**src/rtl/teng_tx_scramble_gbx.sv**
```systemverilog
// teng_tx_scramble_gbx
// TX path between the 64b/66b encoder and a GTX in external-gearbox mode.
// Each 32-bit half-block is scrambled with the self-synchronous x^58+x^39+1
// polynomial. The 2-bit sync header passes through unscrambled. The block
// generates the TXSEQUENCE count and stalls the encoder for the gearbox
// pause slot.

module teng_tx_scramble_gbx #(
    parameter int          SEQ_MAX  = 32,
    parameter logic [57:0] SCR_INIT = {58{1'b1}}
) (
    input  logic        clk_i,
    input  logic        rst_n_i,
    input  logic [31:0] encode_data_i,
    input  logic [1:0]  encode_head_i,
    input  logic        encode_data_vld_i,
    output logic        encode_rdy_o,
    input  logic        scr_bypass_i,
    output logic [31:0] gt_txdata_o,
    output logic [1:0]  gt_txheader_o,
    output logic [6:0]  gt_txsequence_o,
    output logic        err_underflow_o
);

    localparam logic [5:0] SEQ_LAST = 6'(SEQ_MAX);

    // ST_HOLD is the single cycle after reset release: nothing is accepted
    // and phase/seq do not move. This makes the first accepted word land
    // on phase 0, seq 0.
    typedef enum logic [1:0] {
        ST_HOLD,
        ST_FIRST,
        ST_SECOND
    } phase_state_t;

    phase_state_t state;
    phase_state_t state_next;
    logic [5:0]   seq;
    logic [57:0]  scr_state;
    logic [57:0]  scr_next;
    logic [57:0]  scr_shift;
    logic [31:0]  scr_word;
    logic         running;
    logic         accept;

    assign running      = (state != ST_HOLD);
    assign encode_rdy_o = running & (seq != SEQ_LAST);
    assign accept       = encode_data_vld_i & encode_rdy_o;

    // Phase state register.
    always_ff @(posedge clk_i or negedge rst_n_i) begin
        if (!rst_n_i) begin
            state <= ST_HOLD;
        end else begin
            state <= state_next;
        end
    end

    // Phase alternates first/second half every cycle once running.
    always_comb begin
        state_next = ST_HOLD;
        case (state)
            ST_HOLD:   state_next = ST_FIRST;
            ST_FIRST:  state_next = ST_SECOND;
            ST_SECOND: state_next = ST_FIRST;
            default:   state_next = ST_HOLD;
        endcase
    end

    // Gearbox sequence counter: one value per 66b block, wraps after the pause slot.
    always_ff @(posedge clk_i or negedge rst_n_i) begin
        if (!rst_n_i) begin
            seq <= '0;
        end else if (state == ST_SECOND) begin
            seq <= (seq == SEQ_LAST) ? 6'd0 : seq + 6'd1;
        end
    end

    // Bit-serial scrambler unrolled over the word, LSB first; bypass feeds raw data into the history.
    always_comb begin
        scr_shift = scr_state;
        scr_word  = '0;
        for (int i = 0; i < 32; i++) begin
            scr_word[i] = scr_bypass_i ? encode_data_i[i]
                                       : (encode_data_i[i] ^ scr_shift[38] ^ scr_shift[57]);
            scr_shift   = {scr_shift[56:0], scr_word[i]};
        end
        scr_next = scr_shift;
    end

    // Scrambler history advances only on accepted words.
    always_ff @(posedge clk_i or negedge rst_n_i) begin
        if (!rst_n_i) begin
            scr_state <= SCR_INIT;
        end else if (accept) begin
            scr_state <= scr_next;
        end
    end

    // Output register: data/header hold unless a word is accepted; sequence tracks seq each running cycle.
    always_ff @(posedge clk_i or negedge rst_n_i) begin
        if (!rst_n_i) begin
            gt_txdata_o     <= '0;
            gt_txheader_o   <= '0;
            gt_txsequence_o <= '0;
            err_underflow_o <= 1'b0;
        end else begin
            err_underflow_o <= encode_rdy_o & ~encode_data_vld_i;
            if (running) begin
                gt_txsequence_o <= {1'b0, seq};
            end
            if (accept) begin
                gt_txdata_o <= scr_word;
                if (state == ST_FIRST) begin
                    gt_txheader_o <= encode_head_i;
                end
            end
        end
    end

endmodule

```
**config.mk**
```make
export PLATFORM = sky130hd
export DESIGN_NAME = teng_tx_scramble_gbx
export DESIGN_NICKNAME = d
export VERILOG_FILES = /design/src/rtl/teng_tx_scramble_gbx.sv
export SDC_FILE = /design/constraint.sdc
export NUM_CORES = 1
export LEC_CHECK = 0
export ABC_AREA = 1
export BUFFER_PORTS_ARGS = -buffer_cell sky130_fd_sc_hd__buf_2
export CORE_ASPECT_RATIO = 0.5
export CORE_MARGIN = 2
export CORE_UTILIZATION = 51
export CTS_CLUSTER_SIZE = 14
export DETAILED_ROUTE_END_ITERATION = 6
export GPL_TIMING_DRIVEN = 0
export PLACE_DENSITY = 0.78
export SETUP_SLACK_MARGIN = 0.1
export SYNTH_ARGS = -nofsm -noshare
export SYNTH_HDL_FRONTEND = slang
export SYNTH_SLANG_ARGS = --single-unit
```
**constraint.sdc**
```tcl
create_clock -name clk_i -period 2.7 [get_ports clk_i]
set_clock_uncertainty 0.05 [all_clocks]
set_input_delay 0.135 -clock clk_i [delete_from_list [all_inputs] [get_ports clk_i]]
set_output_delay 0.135 -clock clk_i [all_outputs]
set_load 0.02 [all_outputs]
```
==> results.py, run 1 <==
metrics = {
    "worst_setup_path": {
        "critPathArrivalTime_ns": 2.14,
        "max_stage_delay_ns": 0.42,
        "worst_setup_path_end_kind": "flop",
        "cp_top_family": "buffers and inverters",
        "crit_fanout": 10,
        "slowest_stage": "dfrtp_1",
        "crit_top_cell": "buf_6",
        "startpoint_type": "flop",
        "path_buf_inv": 5,
        "worstPathRequired_ns": 2.89,
        "crit_type": "reg2reg",
        "cp_cell_sequence": "inv_1 -> ha_1 -> nand3_4 -> nand3_2 -> buf_6 -> inv_2 -> buf_6 -> buf_6 -> nand2_1 -> nand2_1",
    },
    "floorplan": {
        "start_util_pct": 52.4,
        "row_count": 26,
        "pin_count": 81,
        "die_y_um": 76.5,
        "die_area_um2": 11400,
        "die_w_um": 149,
        "core_area_um2": 10200,
    },
    "pwr": {
        "finalPower_w": 0.00431,
        "leakagePower_nw": 3.57,
        "p_per_area_nw_per_um2": 684,
        "irDropWorstVdd_mv": 0.312,
    },
    "layout": {
        "most-common-layout-cells": "nand2_1, inv_1, buf_2",
        "syn_to_final_growth_pct": 17.7,
        "final_nets": 862,
        "layout_commonest_cell": "nand2_1",
        "layout-drive-gt1-share_pct": 21.3,
        "diodes": 0,
        "post-route-util_pct": 61.7,
    },
    "logic_synthesis": {
        "synth_seq_cells": 107,
        "synth-seq-area-share_pct": 51.3,
        "ys_types": 23,
        "ys_warn_count": 0,
        "syn_area_per_cell_um2": 7.37,
        "yosys.area.top_type_share_pct": 28.4,
        "syn-num-nets": 767,
        "synth_cells": 727,
        "syn_area_um2": 5360,
        "synth.area.top_cells": "dfstp_2, nand2_1, dfrtp_1, inv_1, nand4_1",
        "synth_top_cell_by_area": "dfstp_2",
    },
    "drt": {
        "via_count": 4798,
        "drt_first_pass_iters": 5,
        "vias_per_cell": 4.96,
        "drc": 0,
        "wire_per_inst_um": 14.3,
        "ant_nets": 0,
        "drt-initial-drc-count": 472,
        "routed_wl_um": 13800,
    },
    "placement": {
        "gp_congestion": 0.860,
        "dpl.hpwl_um": 10000,
        "port_buffers": 79,
    },
    "timing": {
        "maxSlewHeadroom_pct": 55.6,
        "hold_viol_final": 0,
        "rsz0062_at_grt": "no",
        "period_needed_ns": 1.95,
        "tns_ns": 0,
        "report.final.slew_viol_count": 0,
        "finalSetupViolations": 0,
        "period_share_pct": 72.3,
        "tightest_slew_ns": 0.666,
        "max_freq_mhz": 512,
    },
    "clock_network": {
        "htreeDepth": 3,
        "clk_pin_slew_ns": 0.08,
        "cts_tree": "built",
        "clock_latency_ns": 0.35,
        "cts_buffer_depth": 2,
        "root_buffer": "clkbuf_16",
        "numCtsBuffers": 9,
        "cts.sinks": 107,
        "post_cts_buffers": 0,
    },
    "hold_path": {
        "min_path_type": "in2reg",
    },
    "grt": {
        "grt.overflow.total": 0,
        "grt_pass1_wl_um": 22200,
        "grtUsageTotal_pct": 25.5,
        "antenna_found_initial": 0,
        "grt_pass1_vias": 4416,
        "grt_max_degree": 68,
    },
    "run_status": {
        "status": "complete, no violations",
    },
    "flow_run": {
        "maxCapViolCount": 0,
    },
}
==> cells in the mapped netlist, drive strengths merged <==
master	instances
ha	2
conb	1
xor2	2
dfstp	58
dfrtp	49
inv	128
clkbuf	8
buf	16
nand4	35
o21ai	28
nand3	38
nor3	2
nor2	9
nor3b	1
nand2	350
==> area by class of cell <==
type                       instances  area (um^2)
clock inverter                     7         83.8
fill                             931         3910
buffer                            24          139
tap                              140          175
clock buffer                       9          225
inverter                         128          480
multi-input combinational        468         1990
timing repair buffer              84          465
sequential                       107         2750
==> path summary, 6_finish.rpt <==
kind	start	end	slack, ns	depth (start not counted)
setup reg to reg	seq[0]$_DFFE_PN0P_	gt_txdata_o[2]$_DFFE_PN0P_	0.75	10
setup / recovery	seq[0]$_DFFE_PN0P_	gt_txdata_o[2]$_DFFE_PN0P_	0.75	10
max in group asynchronous	rst_n_i	scr_state[24]$_DFFE_PN1P_	1.56	3
min in group asynchronous	rst_n_i	seq[1]$_DFFE_PN0P_	0.27	2
hold / removal	encode_data_i[10]	scr_state[21]$_DFFE_PN1P_	0.12	7
hold reg to reg	scr_state[4]$_DFFE_PN1P_	scr_state[36]$_DFFE_PN1P_	0.40	2
==> stage by stage <==
stage / instances / area [um^2] / hold slack [ns] / worst slack (ns)
6_report: 967 / 6310 / 0.119 / 0.748
5_1_grt: 967 / 6310 / 0.157 / 0.644
4_1_cts: 967 / 6310 / 0.109 / 0.741
3_5_place_dp: 947 / 5960 / 0.122 / 0.765
3_3_place_gp: 946 / 5930 / 0.314 / 0.267
2_1_floorplan: 727 / 5360 / -0.211 / 1.13
==> layer usage <==
| layer | up-vias | part of all wire [%] | global-route usage, % |
|---|---|---|---|
| met5 | - | 0 | 0 |
| met4 | 0 | 1.1 | 6.38 |
| met3 | 15 | 9.2 | 7.19 |
| met2 | 184 | 44 | 38.1 |
| met1 | 2214 | 46 | 36.8 |
| li1 | 2385 | - | - |
==> kinds of logic after synthesis <==
logic type	Yosys count	synth area share [%]
AOI/OAI and AO/OA	28	2.62
other	1	0.0700
adders and majority gates	2	0.467
DFF	107	51.3
buffers and inverters	152	11.6
xor gates and xnor gates	2	0.327
and+or+nand+nor	435	33.6
==> power breakdown <==
group          internal [W]  switching, W  total (W)  leakage, nW
Combinational      0.000285      0.000572   0.000857         2.23
Clock              0.000738      0.000645    0.00138        0.154
Sequential          0.00191      0.000166    0.00207         1.19
Total               0.00293       0.00138    0.00431         3.57
==> state kept, by name (all words and copies together) (netlist names) <==
name / cells
err_underflow_o: 1
gt_txdata_o: 32
gt_txheader_o: 2
gt_txsequence_o: 6
scr_state: 58
seq: 6
state: 2
==> repair_timing <==
item / CTS / global route
gates resized for setup: 0 / 0
hold endpoints to repair: 28 / 0
hold buffers: 4 / 0
==> tightest hold or removal path: stages <==
cell and delay [ns]:
buf_2 0.10, inv_1 0.04, nand2_1 0.04, nand2_1 0.05, inv_1 0.03, nand2_1 0.06
nand2_1 0.05
No activity file was read; power rests on OpenSTA's default activity.
==> run 2: changes to the inputs <==
==> constraint.sdc (replaced) <==
create_clock -name clk_i -period 1.9 [get_ports clk_i]
set_clock_uncertainty 0.05 [all_clocks]
set_input_delay 0.095 -clock clk_i [delete_from_list [all_inputs] [get_ports clk_i]]
set_output_delay 0.095 -clock clk_i [all_outputs]
set_load 0.02 [all_outputs]
==> results.py, run 2 (synthesized netlist as in run 1, its figures left out) <==
metrics = {
    "drt": {
        "drt_first_pass_iters": 5,
        "vias_per_cell": 4.98,
        "routed-wl-met3_um": 1330,
        "wire_per_inst_um": 14.5,
        "drt-met1-wl_um": 6350,
        "via_count": 4832,
        "maxUsedRoutingLayer": "met4",
        "ant_nets": 0,
        "drt-initial-drc-count": 415,
        "drc": 0,
        "met2_length_um": 6210,
        "routed_wl_um": 14000,
    },
    "worst_setup_path": {
        "startpoint_type": "flop",
        "crit_top_cell": "buf_6",
        "cp_cell_sequence": "inv_2 -> ha_4 -> nand3_4 -> nand3_4 -> buf_6 -> inv_2 -> buf_6 -> buf_6 -> nand2_1 -> nand2_1",
        "crit_type": "reg2reg",
        "crit_fanout": 10,
        "max_stage_delay_ns": 0.39,
        "cp_top_family": "buffers and inverters",
        "ff2ff_path_depth": 10,
        "critPathArrivalTime_ns": 1.89,
        "path_buf_inv": 5,
        "worstPathRequired_ns": 2.09,
        "slowest_stage": "dfrtp_1",
        "cp.depth": 10,
        "worst_setup_path_end_kind": "flop",
    },
    "hold_path": {
        "min_path_type": "in2reg",
        "whs_path_depth": 7,
    },
    "floorplan": {
        "die_y_um": 76.5,
        "pin_count": 81,
        "row_count": 26,
        "core_area_um2": 10200,
        "die_area_um2": 11400,
        "die_w_um": 149,
        "start_util_pct": 52.4,
    },
    "timing": {
        "tns_ns": 0,
        "setup_ws_ns": 0.200,
        "report.final.slew_viol_count": 0,
        "finalSetupViolations": 0,
        "maxSlewHeadroom_pct": 55.2,
        "period_needed_ns": 1.70,
        "rsz0062_at_grt": "no",
        "hold_slack_ns": 0.0772,
        "max_freq_mhz": 588,
        "period_share_pct": 89.5,
        "hold_viol_final": 0,
        "tightest_slew_ns": 0.673,
    },
    "layout": {
        "largest_reg_flops": 58,
        "fillers": 930,
        "most-common-layout-cells": "nand2_1, inv_1, buf_2",
        "largestRegisters": "scr_state (58), gt_txdata_o (32)",
        "syn_to_final_growth_pct": 18.9,
        "layout-drive-gt1-share_pct": 22.6,
        "largest-register": "scr_state",
        "multi_input_area_um2": 2020,
        "final-seq-area_um2": 2750,
        "final_nets": 866,
        "layout_commonest_cell": "nand2_1",
        "diodes": 0,
    },
    "clock_network": {
        "clock_latency_ns": 0.35,
        "cts_buffer_depth": 2,
        "cts.sinks": 107,
        "cts_tree": "built",
        "root_buffer": "clkbuf_16",
        "numCtsBuffers": 9,
        "htreeDepth": 3,
        "clk_pin_slew_ns": 0.08,
    },
    "pwr": {
        "irDropWorstVdd_mv": 0.444,
        "p_per_area_nw_per_um2": 963,
        "finalPower_w": 0.00613,
        "leakagePower_nw": 3.60,
    },
    "grt": {
        "grtUsageTotal_pct": 25.7,
        "grt_max_degree": 68,
        "grt_pass1_wl_um": 22400,
        "grt_pass1_vias": 4435,
        "antenna_found_initial": 0,
        "grt.overflow.total": 0,
    },
    "placement": {
        "gp_congestion": 0.860,
        "port_buffers": 79,
        "post-place-ws_ns": -0.0350,
        "dpl.hpwl_um": 10000,
    },
    "run_status": {
        "status": "complete, no violations",
    },
    "flow_run": {
        "maxCapViolCount": 0,
    },
}
[run 2: through the flow]
step	utilization [%]	instance area, um^2	instances
final	62.3	6370	971
after global routing	62.3	6370	971
after CTS	62.0	6330	968
after detailed placement	58.3	5960	947
after global placement	58.0	5930	946
after floorplan	-	5360	727
[run 2: area by class of cell]
class,instances,area share [%]
Sequential cell,107,43.2
Multi-Input combinational cell,468,31.7
Timing Repair Buffer,88,7.74
Inverter,128,7.54
Clock buffer,9,3.54
Tap cell,140,2.75
Buffer,24,2.22
Clock inverter,7,1.32
[run 2: power by group]
group / switching (W) / leakage (nW) / internal, W
clock network: 0.000915 / 0.154 / 0.00105
registers: 0.000235 / 1.19 / 0.00271
logic: 0.000815 / 2.26 / 0.000408
[run 2: metal layers]
| metal | vias up | global-route usage, % |
|---|---|---|
| met2 | 170 | 38.6 |
| met5 | - | 0 |
| li1 | 2396 | - |
| met1 | 2250 | 36.6 |
| met3 | 16 | 7.66 |
| met4 | 0 | 6.38 |
[run 2: timing repair]
action / in CTS / in global routing
resized for setup: 5 / 7
cloned: 0 / 1
hold buffers: 4 / 0
endpoints found under the setup margin: 69 / 29
hold endpoints to repair: 28 / 0
buffers inserted: 1 / 2
[run 2: worst min-delay path, stage by stage]
cell	delay [ns]
buf_2	0.11
inv_1	0.05
nand2_1	0.04
nand2_1	0.05
inv_1	0.03
nand2_1	0.06
nand2_1	0.05
[run 2: worst paths after layout]
check,endpoint,slack [ns],start
setup / recovery,gt_txdata_o[0]$_DFFE_PN0P_,0.20,seq[0]$_DFFE_PN0P_
hold / removal,scr_state[22]$_DFFE_PN1P_,0.08,encode_data_i[9]
setup reg to reg,gt_txdata_o[0]$_DFFE_PN0P_,0.20,seq[0]$_DFFE_PN0P_
hold reg to reg,scr_state[36]$_DFFE_PN1P_,0.40,scr_state[4]$_DFFE_PN1P_
max in group asynchronous,scr_state[24]$_DFFE_PN1P_,0.79,rst_n_i
min in group asynchronous,seq[1]$_DFFE_PN0P_,0.23,rst_n_i
